$ cat config.mk
export PLATFORM = sky130hd
export DESIGN_NAME = vector_test_ctrl
export DESIGN_NICKNAME = d
export VERILOG_FILES = /design/src/rtl/vector_test_ctrl.sv
export SDC_FILE = /design/constraint.sdc
export NUM_CORES = 1
export LEC_CHECK = 0
export ABC_AREA = 1
export BUFFER_PORTS_ARGS = -buffer_cell sky130_fd_sc_hd__buf_4
export CORE_ASPECT_RATIO = 1.5
export CORE_MARGIN = 8
export CORE_UTILIZATION = 45
export CTS_BUF_LIST = sky130_fd_sc_hd__clkbuf_16
export DETAILED_ROUTE_END_ITERATION = 10
export PLACE_DENSITY = 0.66
export SLEW_MARGIN = 20
export SYNTH_ARGS = -nofsm -noshare
export SYNTH_HDL_FRONTEND = slang
export SYNTH_SLANG_ARGS = --single-unit
$ cat constraint.sdc
create_clock -name clk -period 1.8 [get_ports clk]
set_clock_uncertainty 0.1 [all_clocks]
set_input_delay 0.36 -clock clk [delete_from_list [all_inputs] [get_ports clk]]
set_output_delay 0.36 -clock clk [all_outputs]
set_load 0.03 [all_outputs]
$ cat src/rtl/vector_test_ctrl.sv
// vector_test_ctrl: replays stored test vectors into a combinational DUT
// and counts mismatches. Each memory word is {valid, inputs, expected}.
// A word with valid=0 ends the run, and so does running off the end of the
// address space.
// Optional build macro VECTOR_TEST_CTRL_ERRLOG_EN adds first_err_addr and
// first_err_in, which record the address and stimulus of the first mismatch
// in a run.
module vector_test_ctrl #(
    parameter int NIN  = 3,
    parameter int NOUT = 1,
    parameter int AW   = 8,
    parameter int EW   = 16
) (
    input  logic                 clk,
    input  logic                 reset,
    input  logic                 start,
    output logic                 busy,
    output logic                 done,
    output logic                 pass,
    output logic                 mem_en,
    output logic [AW-1:0]        mem_addr,
    input  logic [NIN+NOUT:0]    mem_rdata,
    output logic [NIN-1:0]       dut_in,
    input  logic [NOUT-1:0]      dut_out,
    output logic [AW:0]          vec_count,
    output logic [EW-1:0]        err_count
`ifdef VECTOR_TEST_CTRL_ERRLOG_EN
    ,
    output logic [AW-1:0]        first_err_addr,
    output logic [NIN-1:0]       first_err_in
`endif
);

    localparam logic [2:0] IDLE  = 3'd0;
    localparam logic [2:0] FETCH = 3'd1;
    localparam logic [2:0] APPLY = 3'd2;
    localparam logic [2:0] CHECK = 3'd3;
    localparam logic [2:0] DONE  = 3'd4;

    logic [2:0]      state;
    logic [2:0]      state_nxt;
    logic [NOUT-1:0] exp_q;
    logic [AW:0]     vec_inc;
    logic            rd_valid;
    logic [NIN-1:0]  rd_in;
    logic [NOUT-1:0] rd_exp;
    logic            mismatch;
    logic            launch;

    assign rd_valid = mem_rdata[NIN+NOUT];
    assign rd_in    = mem_rdata[NIN+NOUT-1:NOUT];
    assign rd_exp   = mem_rdata[NOUT-1:0];

    assign vec_inc  = vec_count + (AW+1)'(1);
    assign mismatch = (dut_out != exp_q);
    // start is honoured only when no run is in progress
    assign launch   = start && ((state == IDLE) || (state == DONE));

    assign busy     = (state == FETCH) || (state == APPLY) || (state == CHECK);
    assign done     = (state == DONE);
    assign pass     = done && (err_count == '0);
    assign mem_en   = (state == FETCH);
    assign mem_addr = vec_count[AW-1:0];

    // Next-state selection for the fetch/apply/check loop
    always_comb begin
        state_nxt = state;
        case (state)
            IDLE, DONE: if (start) state_nxt = FETCH;
            FETCH:      state_nxt = APPLY;
            APPLY:      state_nxt = rd_valid ? CHECK : DONE;
            // vec_count never exceeds 2^AW-1 here, so the carry bit of the
            // increment marks exhaustion of the memory
            CHECK:      state_nxt = vec_inc[AW] ? DONE : FETCH;
            default:    state_nxt = IDLE;
        endcase
    end

    // State, stimulus register and counters
    always_ff @(posedge clk) begin
        if (reset) begin
            state     <= IDLE;
            dut_in    <= '0;
            exp_q     <= '0;
            vec_count <= '0;
            err_count <= '0;
        end else begin
            state <= state_nxt;
            if (launch) begin
                vec_count <= '0;
                err_count <= '0;
            end
            if ((state == APPLY) && rd_valid) begin
                dut_in <= rd_in;
                exp_q  <= rd_exp;
            end
            if (state == CHECK) begin
                vec_count <= vec_inc;
                if (mismatch && (err_count != '1))
                    err_count <= err_count + EW'(1);
            end
        end
    end

`ifdef VECTOR_TEST_CTRL_ERRLOG_EN
    logic err_seen;

    // Capture address and stimulus of the first mismatch in each run
    always_ff @(posedge clk) begin
        if (reset) begin
            err_seen       <= 1'b0;
            first_err_addr <= '0;
            first_err_in   <= '0;
        end else if (launch) begin
            err_seen       <= 1'b0;
            first_err_addr <= '0;
            first_err_in   <= '0;
        end else if ((state == CHECK) && mismatch && !err_seen) begin
            err_seen       <= 1'b1;
            first_err_addr <= mem_addr;
            first_err_in   <= dut_in;
        end
    end
`endif

endmodule

# Word-level counts from Yosys, hierarchy flattened
# Index checks and enable logic that the tools add are counted.
dict set report op_classes {
  addsub 2
  n_eq_ne 7
  muxes 9
  n_reduce_logical 11
}
# op n
set ops {}
lappend ops {{$mux W16} 3}
lappend ops {{$mux W9} 2}
lappend ops {{$add A16 B1 Y16 const B} 1}
lappend ops {{$logic_not A16 Y1} 1}
lappend ops {{$ne A16 B16 Y1 const B} 1}
lappend ops {{$pmux W3 S4} 1}
lappend ops {{$add A9 B1 Y9 const B} 1}
lappend ops {{$mux W3} 3}
lappend ops {{$eq A3 B2 Y1 const B} 2}
lappend ops {{$logic_and A1 B1 Y1} 4}
lappend ops {{$eq A3 B1 Y1 const B} 1}
lappend ops {{$eq A3 B3 Y1 const B} 1}
lappend ops {{$logic_not A3 Y1} 1}
lappend ops {{$logic_or A1 B1 Y1} 3}
lappend ops {{$ne A2 B2 Y1 const B} 1}
lappend ops {{$reduce_bool A2 Y1} 1}
lappend ops {{$reduce_or A2 Y1} 1}
lappend ops {{$ne A1 B1 Y1} 1}
dict set report word_totals {
  register_bits 32
  input_bits 9
  output_inout_bits 40
  elab_cells 34
}

# Longest topological paths before layout
# Gate-level depths: netlist (run 1).
dict set report logic_depth {
  depth_word 6
  ltp_mapped 10
  depth_no_buf 9
}

# Least setup slack after synthesis (run 1)
# OpenSTA, ideal clock, no wires.
dict set report synth_path {
  path_kind {reg-to-output}
  startpoint {register state[0]}
  endpoint {output port pass}
  arrival_ns 1.544
  t_required_ns 1.340
  setup_slack_ns -0.204
  stages_incl_launch_ff 6
  path_buffers 0
  path_cell_list {dfxtp_1 nor2_1 nand2_1 inv_1 nand2_1 nor3_1}
}
dict set report synth_via {
  elab_chain_cells 2
}
# item line_no
set synth_lines {}
lappend synth_lines {{from (decl)} 40} ;# logic [2:0] state;
lappend synth_lines {{from (signal assigned)} 88} ;# state <= state_nxt;
lappend synth_lines {{$eq A3 B3 Y1} 60} ;# assign done = (state == DONE);
lappend synth_lines {{named net done} 18} ;# output logic done,
lappend synth_lines {{$logic_and A1 B1 Y1} 61} ;# assign pass = done && (err_count == '0);
lappend synth_lines {{to (decl)} 19} ;# output logic pass,
# The timed path passes the listed nets, and every way through them passes these cells.

# Worst setup path after layout (run 1)
dict set report layout_path {
  startpoint {register err_count[1]}
  endpoint {output port pass}
}
dict set report layout_via {
  elab_chain_cells 2
}
# item line_no
set layout_lines {}
lappend layout_lines {{from (decl)} 26} ;# output logic [EW-1:0] err_count
lappend layout_lines {{from (signal assigned)} 100} ;# err_count <= err_count + EW'(1);
lappend layout_lines {{$logic_not A16 Y1} 61}
lappend layout_lines {{$logic_and A1 B1 Y1} 61}
# No other way between the ends.

==> qor.csv, run 1 <==
stage,metric,value,unit
status,status,"complete, but fails checks",
status,violations,setup timing,
floorplan,core,4250,um2
timing,post-route-period-util,1.00,
global_routing,grt.busiest_layer,met2,
floorplan,dieArea,6840,um2
synth,syn_inst,321,
global_routing,antenna_found_initial,0,
timing,fmax,554,MHz
timing,worstMarginPinSlew,0.491,ns
clocking,cts-root-buf,clkbuf_16,
floorplan,ios,49,
global_routing,gr-usage-met2,0.287,
routing,drcViolationCount,0,
cells_and_area,nFillCells,403,
synth,synth_seq_cells,32,
critical_path,critPathTopFamily,buffers and inverters,
min_path,holdCritPathClass,in -> reg,
timing,timing.final.hold_violations,0,
clocking,cts_buffers,5,
routing,viasPerCell,5.05,
clocking,cts.clk_slew.worst_paths,0.06,ns
floorplan,initial_core_util,0.468,
min_path,min_to,state[2],
timing,slew_violations,0,
synth,syn-mean-instance-area,6.19,um2
synth,synth-edff-count,0,
routing,detail_route.wl_per_cell,13.3,um
placed_design,io_buffers,48,
min_path,min_path_cells,4,
critical_path,cp_slowest_cell,dfxtp_2,
critical_path,critPathRequiredTime,1.34,ns
cells_and_area,postLayoutCellArea,2710,um2
cells_and_area,multi_input_area,1140,um2
synth,synth_ff_type,dfxtp_1,
clocking,insertion_delay,0.28,ns
power,clock_power_share,0.529,
routing,routed_wl,5780,um
floorplan,die_h,97.4,um
synth,synth_nets,333,
cells_and_area,fin_cells,433,
synth,synthTopCellsByArea,"dfxtp_1, nand2_1, nor2_1, inv_1, a21oi_1",
cells_and_area,mostFrequentLayoutCells,"nand2_1, buf_4, nor2_1, inv_1, dfxtp_1",
synth,yosysWarnings,0,
timing,rsz0062_at_grt,true,
min_path,min_from,start,
timing,layout_min_cycle_time,1.81,ns
placed_design,place_area,2420,um2
clocking,cts.sinks,32,
flow_run,max_cap_viol_count,0,
power,seq_power_share,0.387,
cells_and_area,layout_commonest_cell,nand2_1,
global_routing,met1_usage,0.168,
critical_path,rr_startpoint,err_count[1],
critical_path,crit_chain,buf_4 > inv_2 > ha_4 > nand4_1 > nor3_2 > buf_4,
cells_and_area,regArea,659,um2
timing,worst_slack,-0.00515,ns
power,switching_share,0.236,
clocking,cts_tree,built,
power,p_leak,1.21,nW
clocking,h-tree-depth,2,
critical_path,critPathMaxStageDelay,0.32,ns
timing,setup_tns,-0.00515,ns
routing,antenna_left,0,
critical_path,cp_data_arrival_time,1.35,ns
placed_design,gp_congestion,0.895,
power,cell_internal_pwr,0.00142,W
synth,synth_area_leader_cell,dfxtp_1,
global_routing,grtUsageTotal,0.163,
synth,async_reset_ff_frac,0,
critical_path,cp-start-kind,register,
critical_path,rr_endpoint,err_count[13],
global_routing,first_global_vias,2105,
cells_and_area,antenna_cells,0,
critical_path,cp_common_cell,buf_4,
synth,synth_top_area_frac,0.322,
power,pwr-share-comb,0.084,
global_routing,grt_pass1_wl,9440,um
power,power.density,685,nW/um2
clocking,ctsLongestPathBuffers,2,
power,p_sw,0.000437,W
timing,setup_viol,1,
critical_path,r2r_cells,10,
power,peakVddDrop,729,uV
routing,first_pass_iters,4,
floorplan,std_cell_rows,29,
timing,max_slew_margin,0.670,
critical_path,setup.worst_path.end_class,output pin,
cells_and_area,final_util,0.637,
global_routing,grt_use_met3,0.0470,
global_routing,grt_start_max_net_pins,20,
cells_and_area,areaGrowthSynthToFinish,36.1,%
routing,dr.first_iter.drc_count,114,
global_routing,grt.overflow.total,0,
synth,ys_seq_area_frac,0.322,
floorplan,die_w,70.3,um
critical_path,worstPathMaxFanout,3,
placed_design,dp.cells,415,
cells_and_area,layout.nets,398,
synth,netlist_area,1990,um2
critical_path,critPathKind,reg -> out,
synth,ys_types,29,
critical_path,r2r_slack,0.13,ns
routing,vias,2185,
placed_design,hpwl,4260,um
critical_path,crit_buf_inv,3,
timing,whs,0.258,ns
cells_and_area,drive_gt1_frac,0.305,
[state kept, by name, indices dropped and copies added, names as in the netlist]
signal	count
dut_in	3
err_count	16
exp_q	1
state	3
vec_count	9
[stage by stage]
stage	setup WS (ns)	power (W)
global route	-0.0840	0.00190
detailed placement	0.189	0.000888
CTS	0.00187	0.00187
finish	-0.00515	0.00185
floorplan	0.0104	0.000829
global placement	0.192	0.000887
[metal layers]
| layer | vias up | wire (um) |
|---|---|---|
| li1 | 1139 | - |
| met4 | 0 | 144 |
| met1 | 968 | 2340 |
| met3 | 14 | 334 |
| met5 | - | 0 |
| met2 | 64 | 2950 |
[synthesized netlist by cell type (2+ instances only)]
library cell and count:
nand2_2 4, o21ai_2 4, buf_6 2, a21oi_1 19, nand3_2 2, nor2_2 5, inv_2 2, nor3_1 4
nor3_2 2, a211oi_1 2, nand4_1 7, buf_2 2, inv_1 32, o21ai_0 8, dfxtp_1 32, ha_1 3
buf_4 8, nand3_1 19, nand2_1 99, nor2_1 56
[worst register-to-register path, cell delays in order, from the launching register on]
cell	delay (ns)
dfxtp_2	0.32
buf_4	0.10
ha_1	0.15
nand2_1	0.13
nor3_4	0.23
nand3_2	0.10
nand2_2	0.09
buf_4	0.17
nand2_1	0.06
nand2_1	0.07
nor2_2	0.04
[cell families after synthesis]
| kind of cell | synth area share |
|---|---|
| AO/OA/AOI/OAI | 0.0994 |
| buffers and inverters | 0.116 |
| XOR/XNOR | 0.00441 |
| adder cells (fa/ha/maj) | 0.0189 |
| flip-flops | 0.322 |
| AND/OR/NAND/NOR | 0.439 |
[power groups by stage]
stage          sequential [W]  combinational (W)  clock (W)
2_1_floorplan        0.000743          0.0000853          0
3_3_place_gp         0.000738           0.000149          0
3_5_place_dp         0.000738           0.000150          0
4_1_cts              0.000722           0.000155   0.000995
5_1_grt              0.000719           0.000169    0.00101
6_report             0.000718           0.000156   0.000980
[timing repair]
action | in CTS | in global routing
gates resized for setup | 11 | 12
pin swaps | 3 | 4
setup endpoints to repair | 1 | 1
hold buffers | 0 | 0
setup buffers | 2 | 8
[cell type report]
cell class,count,area share
clock buffers,5,0.0462
clock inverters,3,0.0157
inverters,35,0.0504
multi-input cells,240,0.423
flip-flops and latches,32,0.244
well taps,46,0.0213
repair buffers,72,0.200
[worst max-delay path by stage]
stage / start / endpoint / slack (ns) / cells after the start
5_1_grt: err_count[9] / pass / -0.08 / 6
4_1_cts: state[2] / pass / 0.002 / 5
3_3_place_gp: err_count[5] / err_count[13] / 0.19 / 6
2_1_floorplan: err_count[1] / err_count[12] / 0.01 / 9
3_5_place_dp: err_count[0] / err_count[15] / 0.19 / 9
6_report: err_count[1] / pass / -0.005 / 6
No activity file was read; power rests on OpenSTA's default activity.
==> run 2: changes to the inputs <==
--- a/config.mk
+++ b/config.mk
@@ -6,6 +6,7 @@
 export NUM_CORES = 1
 export LEC_CHECK = 0
 export ABC_AREA = 1
+export ABC_CLOCK_PERIOD_IN_PS = 1800
 export BUFFER_PORTS_ARGS = -buffer_cell sky130_fd_sc_hd__buf_4
 export CORE_ASPECT_RATIO = 1.5
 export CORE_MARGIN = 8
==> constraint.sdc (replaced) <==
create_clock -name clk -period 1.8 [get_ports clk]
set_clock_uncertainty 0.1 [all_clocks]
set_input_delay 0.54 -clock clk [delete_from_list [all_inputs] [get_ports clk]]
set_output_delay 0.54 -clock clk [all_outputs]
set_load 0.03 [all_outputs]
==> run 2 against run 1 <==
The run still ends with setup timing left; first-iteration DRC count grew 9.6%; combinational power grew 14%; clock power decreased by 14%; cell count up 1.2%; via count is 0.82% higher; hold slack better by 0.11 ns; die area stayed put; maximum frequency fell by 7.1%; global-route usage decreased by 0.18 points; clock-buffer cell count unchanged; wire length is 0.21% higher; cell area rose by 2.8%; critical path type unchanged; largest power group unchanged.
==> qor.csv, run 2 (synthesis results as in run 1) <==
stage,metric,value,unit
status,status,"complete, but fails checks",
status,violations,setup timing,
floorplan,dieArea,6840,um2
timing,post-route-period-util,1.08,
critical_path,critPathKind,reg -> out,
clocking,ctsLongestPathBuffers,2,
cells_and_area,largest_registers,"err_count x16, vec_count x9",
floorplan,ios,49,
power,p_leak,1.24,nW
floorplan,die_w,70.3,um
timing,rsz0062_at_grt,true,
routing,detail_route.wl_per_cell,13.2,um
global_routing,first_global_vias,2195,
routing,antenna_left,0,
cells_and_area,regMostFlops,err_count,
timing,timing.final.hold_violations,0,
clocking,cts_buffers,5,
global_routing,grt_start_max_net_pins,21,
power,peakVddDrop,662,uV
cells_and_area,nFillCells,403,
floorplan,std_cell_rows,29,
cells_and_area,areaGrowthSynthToFinish,39.9,%
timing,layout_min_cycle_time,1.94,ns
critical_path,cp-start-kind,register,
clocking,cts.sinks,32,
cells_and_area,mostFrequentLayoutCells,"nand2_1, buf_4, nor2_1, dfxtp_1, inv_1",
routing,vias,2203,
timing,fmax,515,MHz
routing,routed_wl,5790,um
routing,first_pass_iters,4,
critical_path,critPathTopFamily,flip-flops,
placed_design,io_buffers,48,
global_routing,grt.overflow.total,0,
clocking,insertion_delay,0.28,ns
floorplan,core,4250,um2
critical_path,critPathRequiredTime,1.16,ns
cells_and_area,layout_commonest_cell,nand2_1,
critical_path,crit_buf_inv,2,
routing,drcViolationCount,0,
global_routing,antenna_found_initial,0,
floorplan,die_h,97.4,um
timing,max_slew_margin,0.727,
cells_and_area,layout.nets,403,
clocking,cts_hold_buf,0,
placed_design,gp_congestion,0.857,
power,power,0.00174,W
flow_run,max_cap_viol_count,0,
critical_path,setup.worst_path.end_class,output pin,
placed_design,hpwl,4220,um
clocking,cts_tree,built,
timing,worst_slack,-0.143,ns
clocking,h-tree-depth,2,
routing,dr.first_iter.drc_count,125,
cells_and_area,largest_reg_flops,16,
min_path,holdCritPathClass,reg -> reg,
routing,viasPerCell,5.03,
global_routing,grtUsageTotal,0.161,
clocking,cts.clk_slew.worst_paths,0.06,ns
clocking,cts-root-buf,clkbuf_16,
cells_and_area,drive_gt1_frac,0.332,
critical_path,worstPathMaxFanout,5,
cells_and_area,final_util,0.655,
cells_and_area,fin_cells,438,
critical_path,cp_data_arrival_time,1.30,ns
critical_path,crit_chain,inv_2 > nand4_1 > nor3_4 > buf_6,
timing,setup_tns,-0.143,ns
power,power.density,624,nW/um2
critical_path,critPathMaxStageDelay,0.37,ns
timing,slew_violations,0,
timing,setup_viol,1,
timing,worstMarginPinSlew,0.406,ns
global_routing,grt_pass1_wl,9480,um
placed_design,dp.cells,425,
cells_and_area,antenna_cells,0,
floorplan,initial_core_util,0.468,
critical_path,cp_slowest_cell,dfxtp_1,
-- run 2: cell count changes in the layout (fill, tap and decap cells not counted), moves of 2 or more --
cell     previous run  this run
dfxtp_4             4         1
buf_4              72        74
inv_2               6        11
nor2_2              7        10
nand2_4             0         2
nor2_1             54        50
inv_1              26        22
dfxtp_1            25        28
-- run 2: routing by layer --
layer  track usage  wire [um]
met5             0          0
met3        0.0460        329
met4        0.0776        187
met2         0.285       2900
met1         0.167       2370
-- run 2: stage by stage --
| stage | worst slack (ns) | instance area (um2) | hold WS [ns] |
|---|---|---|---|
| 6_report | -0.143 | 2780 | 0.367 |
| 5_1_grt | -0.188 | 2780 | 0.391 |
| 4_1_cts | -0.133 | 2720 | 0.374 |
| 3_5_place_dp | 0.0608 | 2510 | 0.363 |
| 3_3_place_gp | 0.0840 | 2510 | 0.350 |
| 2_1_floorplan | 0.00772 | 2000 | 0.353 |
-- run 2: area by class of cell --
| cell class | count | area, um2 | share of cell area |
|---|---|---|---|
| multi-input combinational | 240 | 1190 | 0.426 |
| clock buffer | 5 | 125 | 0.0450 |
| tap | 46 | 57.6 | 0.0207 |
| inverter | 35 | 134 | 0.0481 |
| timing repair buffer | 77 | 612 | 0.220 |
| sequential | 32 | 648 | 0.233 |
| clock inverter | 3 | 18.8 | 0.00675 |
-- run 2: where the power goes --
part	total, W	internal (W)	switching [W]	leakage (nW)
Sequential	0.000719	0.000715	0.00000455	0.261
Combinational	0.000178	0.0000694	0.000109	0.918
Clock	0.000839	0.000507	0.000332	0.0635
-- run 2: what timing repair did --
action / CTS / global route
resized for setup: 17 / 12
endpoints found under the setup margin: 2 / 19
endpoints found under the hold margin: 0 / 0
pin swaps: 5 / 3
cloned: 0 / 1
buffers inserted: 4 / 0
-- run 2: final timing paths --
| kind | startpoint | to | slack [ns] | depth (start not counted) |
|---|---|---|---|---|
| setup / recovery | err_count[3] | pass | -0.14 | 4 |
| setup reg to reg | err_count[0] | err_count[8] | 0.09 | 10 |
| hold reg to reg | dut_in[0] | dut_in[0] | 0.37 | 2 |
| hold / removal | dut_in[0] | dut_in[0] | 0.37 | 2 |
-- run 2: tightest hold or removal path, cell delays in order (launching register included) --
cell	delay (ns)
dfxtp_1	0.31
nand2_1	0.06
a21oi_1	0.05
